$ cat src/rtl/lcd_bus_writer.sv
// lcd_bus_writer: drives the DE2 8-bit character-LCD bus (EN/RS/RW/DATA) from
// a valid/ready byte interface, generating setup, EN pulse, hold and the
// controller's execution wait so software never has to spin in delay loops.
// Output word layout: [31]=ON, [10]=EN, [9]=RS, [8]=RW, [7:0]=DATA.
// Optional feature macro: LCD_WRITER_INIT_EN (power-up wait plus autonomous
// init sequence 0x38, 0x0C, 0x01, 0x06 before the first request is taken).
module lcd_bus_writer #(
    parameter int T_SETUP     = 2,
    parameter int T_PULSE     = 12,
    parameter int T_HOLD      = 2,
    parameter int T_EXEC      = 2000,
    parameter int T_EXEC_LONG = 82000,
    parameter int T_PWRUP     = 750000
) (
    input  logic        i_clk,
    input  logic        i_rst,
    input  logic        i_valid,
    output logic        o_ready,
    input  logic        i_rs,
    input  logic [7:0]  i_data,
    input  logic        i_lcd_on,
    output logic        o_busy,
    output logic [31:0] o_io_lcd
);

    function automatic int max2(input int a, input int b);
        return (a > b) ? a : b;
    endfunction

    localparam int MAX_CYC = max2(max2(max2(T_SETUP, T_PULSE), max2(T_HOLD, T_EXEC)),
                                  max2(T_EXEC_LONG, T_PWRUP));
    localparam int CNT_W   = $clog2(MAX_CYC + 1);

    localparam logic [CNT_W-1:0] LD_SETUP = CNT_W'(T_SETUP - 1);
    localparam logic [CNT_W-1:0] LD_PULSE = CNT_W'(T_PULSE - 1);
    localparam logic [CNT_W-1:0] LD_HOLD  = CNT_W'(T_HOLD - 1);
    localparam logic [CNT_W-1:0] LD_EXEC  = CNT_W'(T_EXEC - 1);
    localparam logic [CNT_W-1:0] LD_LONG  = CNT_W'(T_EXEC_LONG - 1);

    localparam logic [2:0] ST_IDLE  = 3'd0;
    localparam logic [2:0] ST_SETUP = 3'd1;
    localparam logic [2:0] ST_PULSE = 3'd2;
    localparam logic [2:0] ST_HOLD  = 3'd3;
    localparam logic [2:0] ST_WAIT  = 3'd4;
`ifdef LCD_WRITER_INIT_EN
    localparam logic [2:0] ST_PWRUP = 3'd5;
    localparam logic [CNT_W-1:0] LD_PWRUP = CNT_W'(T_PWRUP - 1);
`endif

    logic [2:0]       state;
    logic [CNT_W-1:0] cnt;
    logic             armed;
    logic             en_q;
    logic             rs_q;
    logic [7:0]       data_q;
    logic             on_q;
    logic             accept;
    logic             long_wait;

`ifdef LCD_WRITER_INIT_EN
    logic       init_active;
    logic [1:0] init_idx;

    function automatic logic [7:0] init_cmd(input logic [1:0] idx);
        case (idx)
            2'd0:    return 8'h38;
            2'd1:    return 8'h0C;
            2'd2:    return 8'h01;
            default: return 8'h06;
        endcase
    endfunction
`endif

    // Handshake and status decode; armed keeps ready/busy low until the first clock after reset.
    always_comb begin
        o_ready   = armed && (state == ST_IDLE);
        o_busy    = armed && (state != ST_IDLE);
        accept    = i_valid && o_ready;
        long_wait = !rs_q && (data_q[7:2] == 6'd0);
    end

    // Transfer sequencer: one down-counter reloaded with (phase length - 1) on every phase change.
    always_ff @(posedge i_clk or posedge i_rst) begin
        if (i_rst) begin
`ifdef LCD_WRITER_INIT_EN
            state       <= ST_PWRUP;
            init_active <= 1'b1;
            init_idx    <= 2'd0;
`else
            state       <= ST_IDLE;
`endif
            cnt    <= '0;
            armed  <= 1'b0;
            en_q   <= 1'b0;
            rs_q   <= 1'b0;
            data_q <= 8'h00;
        end else begin
            armed <= 1'b1;
            case (state)
                ST_IDLE: begin
                    if (accept) begin
                        state  <= ST_SETUP;
                        cnt    <= LD_SETUP;
                        rs_q   <= i_rs;
                        data_q <= i_data;
                    end
                end
                ST_SETUP: begin
                    if (cnt == '0) begin
                        state <= ST_PULSE;
                        cnt   <= LD_PULSE;
                        en_q  <= 1'b1;
                    end else begin
                        cnt <= cnt - 1'b1;
                    end
                end
                ST_PULSE: begin
                    if (cnt == '0) begin
                        state <= ST_HOLD;
                        cnt   <= LD_HOLD;
                        en_q  <= 1'b0;
                    end else begin
                        cnt <= cnt - 1'b1;
                    end
                end
                ST_HOLD: begin
                    if (cnt == '0) begin
                        state <= ST_WAIT;
                        cnt   <= long_wait ? LD_LONG : LD_EXEC;
                    end else begin
                        cnt <= cnt - 1'b1;
                    end
                end
                ST_WAIT: begin
                    if (cnt == '0) begin
`ifdef LCD_WRITER_INIT_EN
                        if (init_active && (init_idx != 2'd3)) begin
                            init_idx <= init_idx + 2'd1;
                            state    <= ST_SETUP;
                            cnt      <= LD_SETUP;
                            rs_q     <= 1'b0;
                            data_q   <= init_cmd(init_idx + 2'd1);
                        end else begin
                            init_active <= 1'b0;
                            state       <= ST_IDLE;
                        end
`else
                        state <= ST_IDLE;
`endif
                    end else begin
                        cnt <= cnt - 1'b1;
                    end
                end
`ifdef LCD_WRITER_INIT_EN
                ST_PWRUP: begin
                    if (!armed) begin
                        cnt <= LD_PWRUP;
                    end else if (cnt == '0) begin
                        state  <= ST_SETUP;
                        cnt    <= LD_SETUP;
                        rs_q   <= 1'b0;
                        data_q <= init_cmd(2'd0);
                    end else begin
                        cnt <= cnt - 1'b1;
                    end
                end
`endif
                default: begin
                    state <= ST_IDLE;
                    cnt   <= '0;
                    en_q  <= 1'b0;
                end
            endcase
        end
    end

    // LCD power bit follows i_lcd_on one cycle later regardless of the sequencer.
    always_ff @(posedge i_clk or posedge i_rst) begin
        if (i_rst) begin
            on_q <= 1'b0;
        end else begin
            on_q <= i_lcd_on;
        end
    end

    assign o_io_lcd = {on_q, 20'd0, en_q, rs_q, 1'b0, data_q};

endmodule

$ cat config.mk
export PLATFORM = sky130hd
export DESIGN_NAME = lcd_bus_writer
export DESIGN_NICKNAME = d
export VERILOG_FILES = /design/src/rtl/lcd_bus_writer.sv
export SDC_FILE = /design/constraint.sdc
export NUM_CORES = 1
export LEC_CHECK = 0
export ABC_CLOCK_PERIOD_IN_PS = 2650
export CELL_PAD_IN_SITES_DETAIL_PLACEMENT = 1
export CELL_PAD_IN_SITES_GLOBAL_PLACEMENT = 2
export CORE_ASPECT_RATIO = 0.75
export CORE_MARGIN = 2
export CORE_UTILIZATION = 29
export DETAILED_ROUTE_END_ITERATION = 8
export PLACE_DENSITY = 0.8
export SYNTH_ARGS = -nofsm -noshare
export SYNTH_HDL_FRONTEND = slang
export SYNTH_SLANG_ARGS = --single-unit
$ cat constraint.sdc
create_clock -name i_clk -period 2.65 [get_ports i_clk]
set_input_delay 0.3975 -clock i_clk [delete_from_list [all_inputs] [get_ports i_clk]]
set_output_delay 0.3975 -clock i_clk [all_outputs]
set_load 0.05 [all_outputs]
==> Yosys cells after proc, flatten, opt, wreduce, memory -nomap -nowiden <==
Index checks and enable logic that the tools add are counted.
{ "totals": {"word_cells": 49, "in_bits": 13, "out_inout_bits": 34, "ff_bits": 35} }
{ "classes": {"eq_ne": 10, "n_mux": 16, "addsub": 1, "bitwise_logic": 1, "reduce_logical": 14} }
{ "op_table": {"columns": ["cell", "n"], "rows": [
  ["20-bit two-way mux", 5],
  ["20-bit case mux with 5 select lines", 1],
  ["20-bit logical NOT", 1],
  ["20-bit by 1-bit subtractor with 20-bit output, second input constant", 1],
  ["17-bit two-way mux", 1],
  ["3-bit two-way mux", 5],
  ["3-bit case mux with 5 select lines", 1],
  ["2-bit != test, second input constant", 6],
  ["3-bit by 2-bit equality test with 1-bit output, second input constant", 2],
  ["6-bit logical NOT", 1],
  ["5-bit AND reduction", 1],
  ["1-bit logical AND", 4],
  ["2-bit AND reduction", 2],
  ["3-bit by 1-bit equality test with 1-bit output, second input constant", 1],
  ["3-bit equality test, second input constant", 1],
  ["3-bit logical NOT", 1],
  ["1-bit case mux with 3 select lines", 1],
  ["3-bit AND reduction", 1],
  ["3-bit nonzero test", 1],
  ["3-bit OR reduction", 1],
  ["1-bit two-way mux", 2],
  ["1-bit logical NOT", 1],
  ["1-bit NOT", 1]
]} }

==> Logic depth before layout (Yosys ltp) <==
Gate-level depths: netlist of run 1.
{ "depth": {"word_depth": 5, "ltp_mapped": 9, "ltp_nobuf": 8} }

==> Worst setup path after synthesis of run 1 <==
OpenSTA, ideal clock, no wires.
{ "synth_timing": {"kind": "reg2reg", "from": "reg cnt[0]", "to": "reg cnt[8]", "setup_ps": 129, "t_arrival_ps": 1951, "setup_slack_ps": 570, "path_stages_with_launch": 10, "required_time_ps": 2521, "period_less_slack_ps": 2080, "path_buffers": 1, "path_cell_list": "dfrtp_1 -> inv_1 -> ha_1 -> nor3b_1 -> nand3_1 -> nor2_2 -> buf_2 -> o31ai_1 -> a22oi_1 -> o31ai_1"} }
{ "synth_via": {"elab_chain_len": 3, "word_cells_on_any_way": 9, "classes_between": "add/sub: 1; eq/ne: 1; mux: 5; reduce/logical: 2"} }
{ "synth_lines": {"columns": ["element", "line", "rtl"], "rows": [
  ["from (decl)", "51", "logic [CNT_W-1:0] cnt;"],
  ["from (signal assigned)", "114", "cnt <= cnt - 1'b1;"],
  ["from (signal assigned)", "123", "cnt <= cnt - 1'b1;"],
  ["from (signal assigned)", "129", "cnt <= long_wait ? LD_LONG : LD_EXEC;"],
  ["20-bit by 1-bit subtractor with 20-bit output / 20-bit logical NOT (equally long branches)", null, null],
  ["20-bit two-way mux (tied with other cells)", "135", "if (cnt == '0) begin"],
  ["20-bit case mux with 5 select lines / 2-bit AND reduction (equally long branches)", null, null]
]} }
Several ways; a longest one is shown, not always the timed one. The select of a mux whose other input is x is not followed.
A chain may end at the register's enable or synchronous reset.

==> Worst setup path after layout of run 1 <==
{ "layout_timing": {"from": "reg cnt[0]", "to": "reg cnt[14]"} }
Same word-level chain as after synthesis.

==> results.sh, run 1 <==
export IMPL_finalSetupViolCount=0
export IMPL_die_area_um2=8327
export IMPL_die_w_um=104.7
export IMPL_grt_overflow=0
export IMPL_crit_path_end_kind="flop"
export IMPL_insertion_delay_ns=0.29
export IMPL_final_common_cell="nand2_1"
export IMPL_routed_wl_um=5928
export IMPL_max_slew_margin=0.6257
export IMPL_portBuffers=25
export IMPL_antenna_left=0
export IMPL_drive_above_1_share=0.1115
export IMPL_syn_area_um2=2206
export IMPL_grt_pass1_vias=1954
export IMPL_pin_count=47
export IMPL_p_sw_frac=0.2706
export IMPL_grtUsageTotal=0.1469
export IMPL_final_cell_mix="nand2_1, dfrtp_1, nor2_1"
export IMPL_area_growth_pct=20.70
export IMPL_die_y_um=79.53
export IMPL_worstSetupPathType="flop to flop"
export IMPL_yosys_warnings=0
export IMPL_firstDrtPassIters=6
export IMPL_synthTopCellsByArea="dfrtp_1, nand2_1, buf_4, nor2_1, o21ai_0"
export IMPL_tightest_slew_ns=0.5568
export IMPL_synth_top_cell_area_share=0.3971
export IMPL_synth_distinct_cells=45
export IMPL_synth_seq_area_share=0.3971
export IMPL_numClockSinks=35
export IMPL_cts_root_buf="clkbuf_8"
export IMPL_status="complete, no violations"
export IMPL_cp_required_ns=2.87
export IMPL_synth_edf_count=0
export IMPL_diodes=0
export IMPL_p_leak_nw=1.146
export IMPL_p_seq_frac=0.465
export IMPL_holdWs_ns=0.4922
export IMPL_peakVddDrop_mv=0.3048
export IMPL_avgViaCountPerCell=4.825
export IMPL_crit_fanout=6
export IMPL_cp_start_kind="flop"
export IMPL_fmax_mhz=432.4
export IMPL_multi_input_area_um2=1162
export IMPL_setup_tns_ns=0
export IMPL_cts_tree="yes"
export IMPL_clkTransAtPathRegs_ns=0.08
export IMPL_drc=0
export IMPL_core_um2=7365
export IMPL_fin_area_um2=2663
export IMPL_dr_total_vias=1959
export IMPL_clkPwrFrac=0.444
export IMPL_min_period_over_period=0.8726
export IMPL_start_util=0.2995
export IMPL_dpl_hpwl_um=4422
export IMPL_synth_seq_cells=35
export IMPL_synthArstFlopShare=1.000
export IMPL_wl_per_cell_um=14.60
export IMPL_hold_viol=0
export IMPL_clk_path_buf_depth=2
export IMPL_grt_start_max_net_pins=36
export IMPL_p_comb_frac=0.091
export IMPL_synth_top_cell_by_area="dfrtp_1"
export IMPL_slew_violations=0
export IMPL_ff_latch_area_um2=875.8
export IMPL_syn_area_per_cell_um2=8.140
export IMPL_nets=318
export IMPL_cts_made_buffers=5
export IMPL_drv_cap=0
export IMPL_p_int_uw=840.0
export IMPL_post_dp_cell_area_um2=2539
export IMPL_skew_ns=0.006902
export IMPL_grt_pass1_wl_um=9832
export IMPL_place_congestion=0.7688
export IMPL_hold_class="flop to flop"
export IMPL_final_min_clock_period_ns=2.312
export IMPL_cts_setup_buffers=0
export IMPL_synth_flop_cell="dfrtp_1"
export IMPL_syn_inst=271
export IMPL_rows=27
export IMPL_p_sw_uw=311.7
export IMPL_rsz0062_at_grt="no"
export IMPL_power_per_cell_area_nw_per_um2=432.6
export IMPL_htreeDepth=2
export IMPL_antenna_found_initial=0
export IMPL_critical_path_arrival_ns=2.53
export IMPL_drt_iter0_drc=51
export IMPL_fillers=897
final cells by class:
class / instances / share of cell area
Timing Repair Buffer: 40 / 0.1363
Multi-Input combinational cell: 217 / 0.4366
Clock buffer: 5 / 0.02585
Sequential cell: 35 / 0.3289
Inverter: 5 / 0.007049
Clock inverter: 3 / 0.01786
Tap cell: 101 / 0.04746
metal layers:
| layer | GRT usage | wire, um |
|---|---|---|
| met4 | 0.02533 | 18 |
| met2 | 0.2229 | 2494 |
| met5 | 0 | 0 |
| met3 | 0.03592 | 229 |
| met1 | 0.2137 | 3185 |
sequential cells by signal, summed over array words and instances, names as in the netlist:
signal and cells:
cnt 20, data_q 8, state 3, armed 1
en_q 1, on_q 1, rs_q 1
critical path, cell delays in order, from the launching register on:
cell and delay, ns:
dfrtp_1 0.42, inv_1 0.09, ha_1 0.21, nor3b_2 0.27, nand3_1 0.21, buf_4 0.22
nor4_1 0.26, or3b_2 0.47, nand3_1 0.09
synth_stat cells, drive strengths merged, types with 2 or more instances:
| master | instances |
|---|---|
| a31oi | 2 |
| nand2 | 52 |
| o211ai | 2 |
| nand2b | 5 |
| nor4 | 8 |
| or3b | 2 |
| nand3 | 10 |
| buf | 28 |
| o31ai | 3 |
| xnor2 | 6 |
| o22ai | 3 |
| and2 | 2 |
| dfrtp | 35 |
| inv | 5 |
| nor3b | 4 |
| a22o | 2 |
| clkbuf | 6 |
| xor2 | 3 |
| o21bai | 2 |
| nor2 | 29 |
| or2 | 2 |
| nor3 | 14 |
| nor2b | 3 |
| conb | 2 |
| or3 | 3 |
| o41ai | 3 |
| a21oi | 9 |
| o21ai | 18 |
power by group through the flow:
stage	clock network (mW)	registers [mW]	logic, mW
2_1_floorplan	0	0.546	0.105
3_3_place_gp	0	0.546	0.105
3_5_place_dp	0	0.547	0.106
4_1_cts	0.528	0.536	0.106
5_1_grt	0.547	0.536	0.111
6_report	0.511	0.536	0.105
timing repair:
action                                  CTS  global route
hold buffers                              0             0
endpoints found under the setup margin    0             2
gates resized for setup                   0             2
kinds of logic after synthesis:
kind of cell / Yosys count / share of synthesized area
flops: 35 / 0.3971
xor+xnor: 9 / 0.03574
buf+inv: 39 / 0.1123
other cells: 2 / 0.003405
fa+ha+maj: 1 / 0.005671
simple gates: 135 / 0.2944
compound gates: 49 / 0.1463
mux: 1 / 0.005105
final timing paths:
path / endpoint / depth (start not counted) / start / slack (ns)
min in group asynchronous: on_q / 3 / i_rst / 0.52
setup reg to reg: cnt[14] / 8 / cnt[0] / 0.34
setup / recovery: cnt[14] / 8 / cnt[0] / 0.34
hold reg to reg: cnt[19] / 1 / cnt[19] / 0.49
hold / removal: cnt[19] / 1 / cnt[19] / 0.49
max in group asynchronous: cnt[17] / 3 / i_rst / 1.79
through the flow:
| stage | power, mW | std cells | utilization | setup WS (ns) |
|---|---|---|---|---|
| final | 1.152 | 406 | 0.3615 | 0.3375 |
| after global routing | 1.194 | 406 | 0.3615 | 0.1210 |
| after detailed placement | 0.6524 | 398 | 0.3447 | 0.2364 |
| after floorplan | 0.6512 | 291 | - | 0.5699 |
| after global placement | 0.6518 | 398 | 0.3447 | 0.3621 |
| after CTS | 1.170 | 406 | 0.3605 | 0.04063 |
No activity file was read; power rests on OpenSTA's default activity.
==> inputs of run 2 (changes only) <==
CORE_MARGIN = not set   (was 2)
==> results.sh, run 2 (synthesized netlist as in run 1, its figures left out) <==
export IMPL_fmax_mhz=426.4
export IMPL_dpl_hpwl_um=4409
export IMPL_grtUsageTotal=0.1630
export IMPL_cp_startpoint="cnt[0]"
export IMPL_p_comb_frac=0.098
export IMPL_clkPwrFrac=0.402
export IMPL_clk_path_buf_depth=2
export IMPL_largest_register="cnt"
export IMPL_slew_violations=0
export IMPL_p_sw_frac=0.2845
export IMPL_endpoint="cnt[11]"
export IMPL_grt_start_max_net_pins=36
export IMPL_avgViaCountPerCell=4.820
export IMPL_max_slew_margin=0.6503
export IMPL_portBuffers=25
export IMPL_die_w_um=102.7
export IMPL_die_area_um2=7963
export IMPL_final_min_clock_period_ns=2.345
export IMPL_fillers=912
export IMPL_cts_root_buf="clkbuf_8"
export IMPL_crit_fanout=13
export IMPL_dr_total_vias=1952
export IMPL_start_util=0.2995
export IMPL_drive_above_1_share=0.1151
export IMPL_drv_cap=0
export IMPL_reg2reg_setup_slack_ns=0.30
export IMPL_p_leak_nw=1.132
export IMPL_cp_start_kind="flop"
export IMPL_drc=2
export IMPL_grt_pass1_wl_um=9991
export IMPL_power_per_cell_area_nw_per_um2=404.9
export IMPL_antenna_found_initial=0
export IMPL_final_common_cell="nand2_1"
export IMPL_hold_class="flop to flop"
export IMPL_tightest_slew_ns=0.5229
export IMPL_top_regs="cnt: 20 flops, data_q: 8 flops, state: 3 flops"
export IMPL_die_y_um=77.53
export IMPL_p_seq_frac=0.500
export IMPL_setup_tns_ns=0
export IMPL_status="finished, violations left"
export IMPL_violations="DRC"
export IMPL_area_growth_pct=20.08
export IMPL_critical_path_arrival_ns=2.52
export IMPL_finalSetupViolCount=0
export IMPL_holdWs_ns=0.4878
export IMPL_hold_viol=0
export IMPL_place_congestion=0.8121
export IMPL_dp_cells=397
export IMPL_wl_per_cell_um=14.95
export IMPL_numClockSinks=35
export IMPL_final_cell_mix="nand2_1, dfrtp_1, nor2_1"
export IMPL_cp_required_ns=2.82
export IMPL_cts_tree="yes"
export IMPL_p_int_uw=767.3
export IMPL_r2r_start="cnt[0]"
export IMPL_cts_setup_buffers=0
export IMPL_post_dp_cell_area_um2=2531
export IMPL_cts_hold_buf=0
export IMPL_skew_ns=0.01106
export IMPL_r2r_end="cnt[11]"
export IMPL_worstSetupPathType="flop to flop"
export IMPL_nets=317
export IMPL_core_um2=7365
export IMPL_clkTransAtPathRegs_ns=0.08
export IMPL_pin_count=47
export IMPL_min_period_over_period=0.8850
export IMPL_fin_area_um2=2649
export IMPL_r2r_cells=9
export IMPL_firstDrtPassIters=6
export IMPL_final_cells=405
export IMPL_rows=27
export IMPL_routed_wl_um=6055
export IMPL_insertion_delay_ns=0.29
export IMPL_worstHoldStart="data_q[1]"
export IMPL_crit_path_end_kind="flop"
export IMPL_diodes=0
export IMPL_antenna_left=0
export IMPL_grt_overflow=0
export IMPL_drt_iter0_drc=81
export IMPL_largest_reg_flops=20
export IMPL_grt_pass1_vias=1918
export IMPL_htreeDepth=2
export IMPL_peakVddDrop_mv=0.1675
export IMPL_cts_made_buffers=5
export IMPL_rsz0062_at_grt="no"
export IMPL_p_sw_uw=305.1
run 2: changes by cell type in the layout (fill, tap and decap cells not counted), sizes merged:
cell / before / now
inv: 6 / 5
clkinvlp: 0 / 1
bufinv: 1 / 0
buf: 16 / 15
clkbuf: 5 / 6
run 2: layer usage:
metal	global-route usage	up-vias	routed length, um
li1	-	942	-
met1	0.2487	946	3096
met2	0.2333	62	2628
met3	0.04054	2	314
met4	0.02143	0	16
met5	0	-	0
run 2: metrics by stage:
stage	setup WS, ns	power (mW)	utilization
floorplan	0.5699	0.6512	-
global route	0.1242	1.124	0.3597
finish	0.3047	1.072	0.3597
detailed placement	0.1213	0.6526	0.3437
CTS	0.06474	1.092	0.3571
global placement	0.3263	0.6519	0.3437
run 2: power by group through the flow:
stage / registers [mW] / logic (mW) / clock network, mW
after floorplan: 0.546 / 0.105 / 0
after global placement: 0.546 / 0.105 / 0
after detailed placement: 0.547 / 0.106 / 0
after CTS: 0.536 / 0.106 / 0.449
after global routing: 0.536 / 0.111 / 0.477
final: 0.536 / 0.105 / 0.431
run 2: final cells by class:
type                       instances  area [um^2]  share of cell area
clock buffer                       6        82.58             0.03118
clock inverter                     2        16.27            0.006141
inverter                           5        18.77            0.007085
multi-input combinational        217         1174              0.4431
sequential                        35        875.8              0.3307
tap                              101        126.4             0.04771
timing repair buffer              39        355.3              0.1342
run 2: worst min-delay path by stage:
| stage | endpoint | slack [ns] | cells after the start |
|---|---|---|---|
| finish | data_q[1] | 0.49 | 2 |
| floorplan | on_q | 0.43 | 0 |
| detailed placement | data_q[1] | 0.47 | 2 |
| global route | data_q[1] | 0.53 | 2 |
| global placement | data_q[1] | 0.47 | 2 |
| CTS | cnt[19] | 0.49 | 1 |
run 2: repair_timing:
item,CTS,global route
hold endpoints to repair,0,0
setup endpoints to repair,0,12
resized for setup,0,4
run 2: critical path, cell delays in order (launching register included):
cell     delay, ns
dfrtp_1       0.42
inv_1         0.10
ha_1          0.22
nor3b_2       0.34
nand2_1       0.24
o41ai_4       0.34
buf_4         0.26
nor3_1        0.09
xnor2_1       0.15
nor2_1        0.06
==> patch: new RTL, settings of run 1 <==
Set the parameter `T_PULSE` to 13 (it was 12).
--- a/src/rtl/lcd_bus_writer.sv
+++ b/src/rtl/lcd_bus_writer.sv
@@ -8,3 +8,3 @@
     parameter int T_SETUP     = 2,
-    parameter int T_PULSE     = 12,
+    parameter int T_PULSE     = 13,
     parameter int T_HOLD      = 2,
Check against the original RTL: same outputs for any inputs over 10 cycles, from zero or initial values and one cycle with i_rst high; that may be too few to reach the edited logic, so the function may still have changed.
==> patch against run 1 <==
Design area increased by 12%; routed wire length grew 27%; die area up 11%; via count up 17%; maximum frequency decreased by 6.1%; worst setup slack worse by 0.15 ns; highest routed layer unchanged; first-iteration DRC count increased by 120%; core utilization decreased by 0.38 points; synthesized area grew 12%; sequential cell count stayed put; non-clock buffer count rose by 8.
Power is not compared: it rests on default switching activity, and its combinational part moved more than twofold at a synthesized area within 25%.
==> patch: results <==
run_status:
  outcome: "completed"
detailed_routing:
  route.vias.total: 2283
  drt_iter0_markers: 113
  wl_microns: 7500
worst_setup_path:
  slowest_delay_ns: 0.61
  slowest_stage: "or4_4"
  cp.arrival_ns: 2.61
  crit_path_max_fanout: 9
  setup.worst_path.start: "cnt[10]"
  reg2reg_to: "cnt[8]"
logic_synthesis:
  synth_mux_area_share_pct: 4.522
  synthAdderAreaFrac_pct: 0.5081
  yosysSeqAreaShare_pct: 35.57
  yosys-top-cells-area: "dfrtp_1 (36%), buf_4 (7.9%), mux2_2 (4.1%)"
  synth_xor_area_share_pct: 1.778
  synth_compound_area_share_pct: 22.31
  synthTopCellsByCount: "dfrtp_1 (35), buf_4 (26), nand2_1 (20), a21oi_1 (18), nor2_1 (17)"
placed_design:
  dp_cells: 417
  place.gp.congestion: 0.8680
layout:
  fillCellCount: 997
  stdcell_count: 425
global_route:
  met1_usage_pct: 25.72
  gr-usage-met2_pct: 24.43
clock_tree:
  path_clk_slew_ns: 0.06
  root_buffer: "clkbuf_16"
[patch: cell types whose count changed in the layout (fill, tap and decap cells not counted), moves of 4 or more]
cell	run 1	this run
nand4_1	0	7
a21oi_1	9	18
a211oi_1	0	4
mux2_2	1	9
o211ai_1	2	6
nand2_1	52	20
o22ai_1	3	9
nand2b_1	5	1
a31oi_1	2	8
buf_4	16	23
nor2_1	28	17
o21ai_0	16	10
clkbuf_16	0	5
[patch: where the power goes]
| group | internal, uW | total [uW] | switching [uW] |
|---|---|---|---|
| Combinational | 598 | 1570 | 971 |
| Clock | 400 | 629 | 229 |
| Sequential | 748 | 1000 | 256 |
| Total | 1750 | 3200 | 1460 |
[patch: per-stage QoR]
stage | hold slack, ns | cell area [sq um] | worst slack (ns)
floorplan | 0.4289 | 2537 | 0.1828
finish | 0.5109 | 2985 | 0.1886
global route | 0.5335 | 2985 | 0.07524
CTS | 0.5124 | 2985 | 0.2496
global placement | 0.4911 | 2825 | 0.3756
detailed placement | 0.4996 | 2825 | 0.2845
[patch: layout make-up]
cell class	instances	area, sq um	share of cell area [%]
tap	108	135.1	4.526
clock buffer	7	152.6	5.113
inverter	8	30.03	1.006
clock inverter	1	7.507	0.2515
sequential	35	875.8	29.34
timing repair buffer	48	442.9	14.84
multi-input combinational	218	1341	44.93
[patch: worst min path at each step]
stage	startpoint	to	slack (ns)	depth (start not counted)
detailed placement	data_q[0]	data_q[0]	0.50	1
global placement	data_q[0]	data_q[0]	0.49	1
CTS	data_q[0]	data_q[0]	0.51	1
finish	data_q[0]	data_q[0]	0.51	1
global route	data_q[1]	data_q[1]	0.53	1
floorplan	i_lcd_on	on_q	0.43	0
[patch: logic make-up after synthesis]
kind of cell | after synthesis
other | 2
buffers and inverters | 52
AND/OR/NAND/NOR | 99
AO/OA/AOI/OAI | 81
flip-flops | 35
adder cells (fa/ha/maj) | 1
multiplexers | 10
XOR/XNOR | 5
[patch: per-layer routing]
layer	vias to the layer above	share of wire (%)	wire length, microns
met5	-	0	0
met4	0	0.56	42
met3	4	3.6	271
met2	39	42	3187
met1	1164	53	3999
li1	1076	-	-
